**config.mk**
```make
export PLATFORM = sky130hd
export DESIGN_NAME = round_sequencer
export DESIGN_NICKNAME = d
export VERILOG_FILES = /design/src/rtl/game_pkg.sv /design/src/rtl/round_timer.sv /design/src/rtl/round_sequencer.sv
export SDC_FILE = /design/constraint.sdc
export NUM_CORES = 1
export LEC_CHECK = 0
export ABC_AREA = 1
export BUFFER_PORTS_ARGS = -buffer_cell sky130_fd_sc_hd__buf_2
export CAP_MARGIN = 20
export CORE_MARGIN = 2
export CORE_UTILIZATION = 49
export CTS_BUF_LIST = sky130_fd_sc_hd__clkbuf_2
export CTS_CLUSTER_DIAMETER = 60
export DETAILED_ROUTE_END_ITERATION = 12
export GPL_TIMING_DRIVEN = 0
export PLACE_DENSITY = 0.74
export SKIP_CTS_REPAIR_TIMING = 1
export SLEW_MARGIN = 25
export SYNTH_ARGS = -nofsm -noshare
export SYNTH_HDL_FRONTEND = slang
export SYNTH_SLANG_ARGS = --single-unit
export TNS_END_PERCENT = 10
```
**constraint.sdc**
```tcl
create_clock -name clock -period 2.2 [get_ports clock]
set_clock_uncertainty 0.1 [all_clocks]
set_input_delay 0.33 -clock clock [delete_from_list [all_inputs] [get_ports clock]]
set_output_delay 0.33 -clock clock [all_outputs]
set_load 0.01 [all_outputs]
```
**src/rtl/game_pkg.sv**
```systemverilog
// rtl/game_pkg.sv - shared state encoding and input code constants for the round game
package game_pkg;

    localparam int CODE_W = 3;

    localparam logic [CODE_W-1:0] CODE_NONE   = 3'd0;
    localparam logic [CODE_W-1:0] CODE_TOGGLE = 3'd1;
    localparam logic [CODE_W-1:0] CODE_PUSH   = 3'd2;
    localparam logic [CODE_W-1:0] CODE_MIC    = 3'd3;
    localparam logic [CODE_W-1:0] CODE_MOUSE  = 3'd4;

    typedef enum logic [2:0] {
        ST_IDLE = 3'd0,
        ST_LOAD = 3'd1,
        ST_PLAY = 3'd2,
        ST_PASS = 3'd3,
        ST_FAIL = 3'd4,
        ST_OVER = 3'd5
    } state_t;

endpackage

```
**src/rtl/round_timer.sv**
```systemverilog
// rtl/round_timer.sv - round countdown in timebase ticks; a count of zero never decrements
module round_timer (
    input  logic       clock,
    input  logic       reset,
    input  logic       load,
    input  logic [7:0] load_value,
    input  logic       enable,
    input  logic       tick,
    output logic [7:0] count,
    output logic       expire
);
    import game_pkg::*;

    // Untimed rounds load zero, so the nonzero guard keeps them frozen.
    assign expire = enable && tick && (count == 8'd1);

    always_ff @(posedge clock or negedge reset) begin
        if (!reset) begin
            count <= 8'd0;
        end else if (load) begin
            count <= load_value;
        end else if (enable && tick && (count != 8'd0)) begin
            count <= count - 8'd1;
        end
    end

endmodule

```
**src/rtl/round_sequencer.sv**
```systemverilog
// rtl/round_sequencer.sv - matches input codes against a target sequence under a tick countdown
module round_sequencer #(
    parameter int MAX_LEN = 8,
    parameter int LIVES   = 3,
    parameter int CODE_W  = game_pkg::CODE_W
) (
    input  logic                      clock,
    input  logic                      reset,
    input  logic                      start,
    input  logic                      tick,
    input  logic [CODE_W-1:0]         in_code,
    input  logic [CODE_W*MAX_LEN-1:0] target_seq,
    input  logic [3:0]                target_len,
    input  logic [7:0]                time_limit,
    output logic [2:0]                state,
    output logic [3:0]                progress,
    output logic [7:0]                time_left,
    output logic [1:0]                lives,
    output logic [7:0]                score,
    output logic                      round_pass,
    output logic                      round_fail,
    output logic                      game_over,
    output logic                      str_clr
);
    import game_pkg::*;

    localparam logic [3:0] MAX_LEN_L = 4'(MAX_LEN);

    state_t                    state_q, state_d;
    logic [CODE_W*MAX_LEN-1:0] seq_q;
    logic [3:0]                len_q, progress_d;
    logic [CODE_W-1:0]         cur_elem;
    logic                      len_ok, hit, miss, timer_load, timer_en, expire;

    always_comb begin
        cur_elem = '0;
        for (int i = 0; i < MAX_LEN; i++) begin
            if (progress == 4'(i)) cur_elem = seq_q[i*CODE_W +: CODE_W];
        end
    end

    assign len_ok     = (target_len != 4'd0) && (target_len <= MAX_LEN_L);
    assign hit        = (state_q == ST_PLAY) && (in_code != '0) && (in_code == cur_elem);
    assign miss       = (state_q == ST_PLAY) && (in_code != '0) && (in_code != cur_elem);
    assign timer_load = (state_q == ST_LOAD) && len_ok;
    // A wrong code freezes the countdown for that cycle even if a tick arrives.
    assign timer_en   = (state_q == ST_PLAY) && !miss;
    assign state      = state_q;

    round_timer u_timer (
        .clock      (clock),
        .reset      (reset),
        .load       (timer_load),
        .load_value (time_limit),
        .enable     (timer_en),
        .tick       (tick),
        .count      (time_left),
        .expire     (expire)
    );

    always_comb begin
        state_d    = state_q;
        progress_d = progress;
        case (state_q)
            ST_IDLE: if (start) state_d = ST_LOAD;
            ST_LOAD: begin
                if (len_ok) begin
                    progress_d = 4'd0;
                    state_d    = ST_PLAY;
                end else begin
                    state_d = ST_IDLE;
                end
            end
            ST_PLAY: begin
                if (miss) begin
                    state_d = ST_FAIL;
                end else begin
                    if (hit) progress_d = progress + 4'd1;
                    // A completing match beats an expiring tick in the same cycle.
                    if (hit && (progress + 4'd1 == len_q)) state_d = ST_PASS;
                    else if (expire)                       state_d = ST_FAIL;
                end
            end
            ST_PASS: state_d = ST_IDLE;
            ST_FAIL: state_d = (lives == 2'd1) ? ST_OVER : ST_IDLE;
            ST_OVER: if (start) state_d = ST_IDLE;
            default: state_d = ST_IDLE;
        endcase
    end

    always_ff @(posedge clock or negedge reset) begin
        if (!reset) begin
            state_q    <= ST_IDLE;
            progress   <= 4'd0;
            seq_q      <= '0;
            len_q      <= 4'd0;
            lives      <= 2'(LIVES);
            score      <= 8'd0;
            round_pass <= 1'b0;
            round_fail <= 1'b0;
            game_over  <= 1'b0;
            str_clr    <= 1'b0;
        end else begin
            state_q  <= state_d;
            progress <= progress_d;
            if (timer_load) begin
                seq_q <= target_seq;
                len_q <= target_len;
            end
            if ((state_q == ST_PASS) && (score != 8'hff)) score <= score + 8'd1;
            if (state_q == ST_FAIL) lives <= lives - 2'd1;
            if ((state_q == ST_OVER) && start) begin
                lives <= 2'(LIVES);
                score <= 8'd0;
            end
            round_pass <= (state_d == ST_PASS);
            round_fail <= (state_d == ST_FAIL);
            game_over  <= (state_d == ST_OVER);
            str_clr    <= (state_d == ST_LOAD);
        end
    end

endmodule
```
==> run summary <==
Reg clk slew, reported paths: 0.19 ns
dpl cells: 578
Setup Viol. Count Final: 35
LEAKAGE: 2.28 nW
hold_sp: time_limit[7]
hold path depth: 5
post-synthesis async set-or-reset flop share: 1.00
PD cells: 1090 mW/mm²
CTS tree: built
Starting Density: 0.507
initial DRC count: 135
Post-route DRC: 0
Final nets: 605
violated checks: negative setup slack
number of global-route vias before repair: 2885
Worst Setup Start Kind: register
Hold Path Class: in2reg
Syn. warnings: 0
total detailed-routing wirelength: 8370 µm
pin count of the biggest net entering global routing: 58
dpl hpwl: 5550 µm
post-route core utilization: 0.679
GRT Residual Overflow: 0
Post-synth EDFFs: 0
Total GRT Usage: 0.228
core box area: 0.00635 mm²
CP top delay family: compound AO/OA/AOI/OAI gates
register area: 0.00143 mm²
RSZ-0062 raised after global routing: true
Tightest Pin Transition: 0.735 ns
critical path peak fanout: 6
Critical Path Stages: 9
CP endpoint kind: register
Max-Slew Margin vs Limit: 0.510
crit path DAT: 2.91 ns
commonest non-fill, non-tap cell in the layout: nand2_1
Clock Latency Late Sink: 0.51 ns
reg2reg path depth: 9
Clock Tree Buf Depth: 2
root buffer cell: clkbuf_2
Avg Cell Area, Syn: 7.49 µm²
fin. max-slew vios: 0
CP Cell Sequence: nor2_1 > nand2_1 > a31oi_1 > inv_1 > nor2_4 > nor2_4 > buf_4 > o21a_2 > o21ai_1
initial antenna violation count: 0
Routed wire per std cell: 13.2 µm
Peak Freq: 385 MHz
port bufs: 71
H-tree depth: 3
vias per cell: 5.03
CTS Buf Count: 9
die area: 0.00723 mm²
Area Overhead vs Synth: 33.9%
most frequent cells in the layout: nand2_1 (151), buf_2 (71), dfrtp_1 (53), inv_1 (52), dlygate4sd3_1 (28)
ANT nets after route: 0
non-filler cells, final: 636
Max IR drop VDD: 680 µV
Syn Nets: 481
Crit path top cell by count: nor2_4
cell count after synthesis: 430
Crit Path Class: reg2reg
crit path max-delay cell type: a31oi_1
Multi-input gate area: 0.00160 mm²
clk sinks: 57
die width: 85.1 µm
Post-synth top flop: dfrtp_1
fin crit share: 1.18
critical path's largest stage delay: 0.59 ns
Yosys reg bits: 57
Critical path origin: state[2]
num rows: 29
Placer Congestion: 0.839
Detailed Routing Iterations Pass 1: 5
Ant. Diodes: 0
sequential share of the synthesized area: 0.444
FF-to-FF Start: state[2]
status: finished, violations left
post-synth cell types: 36
I/O pin count: 72
Max-Cap Viols: 0
CP bufs+invs: 2
share of cells above drive strength 1: 0.259
height of the die: 85.1 µm
worst path required time: 2.52 ns
Vias: 3199
Final Hold Viols: 0
fin worst setup slack: -0.396 ns
fill cell count: 541
post-synthesis instance area: 0.00322 mm²
fin crit period: 2.60 ns
first-pass GRT wire length: 13100 µm
==> cells in the mapped netlist, types with 3 or more instances <==
library cell / count / area, µm²
nor3_1: 8 / 40.0
nor2_1: 24 / 90.1
o21ai_0: 25 / 125
o21ai_1: 4 / 20.0
clkbuf_1: 7 / 26.3
o21a_1: 3 / 22.5
a21oi_1: 8 / 40.0
a31oi_1: 3 / 18.8
nand3_1: 27 / 135
nor2_4: 3 / 33.8
nand2_1: 151 / 567
xnor2_1: 4 / 35.0
a211oi_1: 3 / 22.5
or2_2: 5 / 31.3
dfrtp_1: 55 / 1380
inv_1: 55 / 206
ha_1: 8 / 100
nand2_2: 6 / 37.5
nand4_1: 8 / 50.1
xor2_1: 3 / 26.3
==> flip-flops by register name, summed over array words and instances (netlist names) <==
signal / cells
str_clr: 1
round_fail: 1
round_pass: 1
lives: 2
progress: 4
score: 8
game_over: 1
len_q: 4
seq_q: 24
state: 3
u_timer.count: 8
==> stage by stage <==
stage               setup WS (ns)  TNS, ns  power [mW]  instance area [µm²]  hold WS [ns]
finish                     -0.396    -8.38        4.71                 4310        0.0185
detailed placement         -0.462    -9.93        3.72                 3730         0.342
global route               -0.571   -15.52        5.11                 4310        0.0117
global placement           -0.406    -8.46        3.65                 3730         0.361
CTS                        -0.504   -11.27        4.52                 3870        -0.239
floorplan                  -0.153    -1.21        3.11                 3280       -0.0656
==> cell type report <==
cell class                      count  area share
Sequential cell                    57       0.332
Buffer                             10      0.0163
Tap cell                           77      0.0224
Timing Repair Buffer              113       0.177
Inverter                           58      0.0517
Clock inverter                      6      0.0192
Multi-Input combinational cell    305       0.370
Clock buffer                       10      0.0116
==> per-layer routing <==
layer,routed length [µm],up-vias,global-route usage
met5,0,-,0
met4,148,0,0.102
met3,429,11,0.0350
met2,4030,87,0.363
met1,3770,1492,0.307
li1,-,1609,-
==> path summary, 6_finish.rpt <==
kind	endpoint	slack (ns)
max	progress[1]	-0.40
min	u_timer.count[7]	0.02
max reg2reg	progress[1]	-0.40
min reg2reg	seq_q[21]	0.40
max in group asynchronous	progress[0]	1.15
min in group asynchronous	seq_q[16]	0.29
==> tightest hold or removal path, delay by kind of cell <==
kind / cells / cell delay (ns)
buf+inv: 1 / 0.07
compound gates: 2 / 0.11
simple gates: 2 / 0.10
==> cell families after synthesis <==
| group | count (synthesis) | share of synthesized area |
|---|---|---|
| simple gates | 238 | 0.324 |
| buf+inv | 68 | 0.0890 |
| flops | 57 | 0.444 |
| compound gates | 52 | 0.0929 |
| fa+ha+maj | 8 | 0.0311 |
| xor+xnor | 7 | 0.0190 |
==> report_power, final <==
part           internal (mW)  switching (mW)
Combinational          0.883            1.27
Clock                  0.375           0.417
Sequential              1.47           0.293
Note: power is estimated with default switching activity, not from simulation.
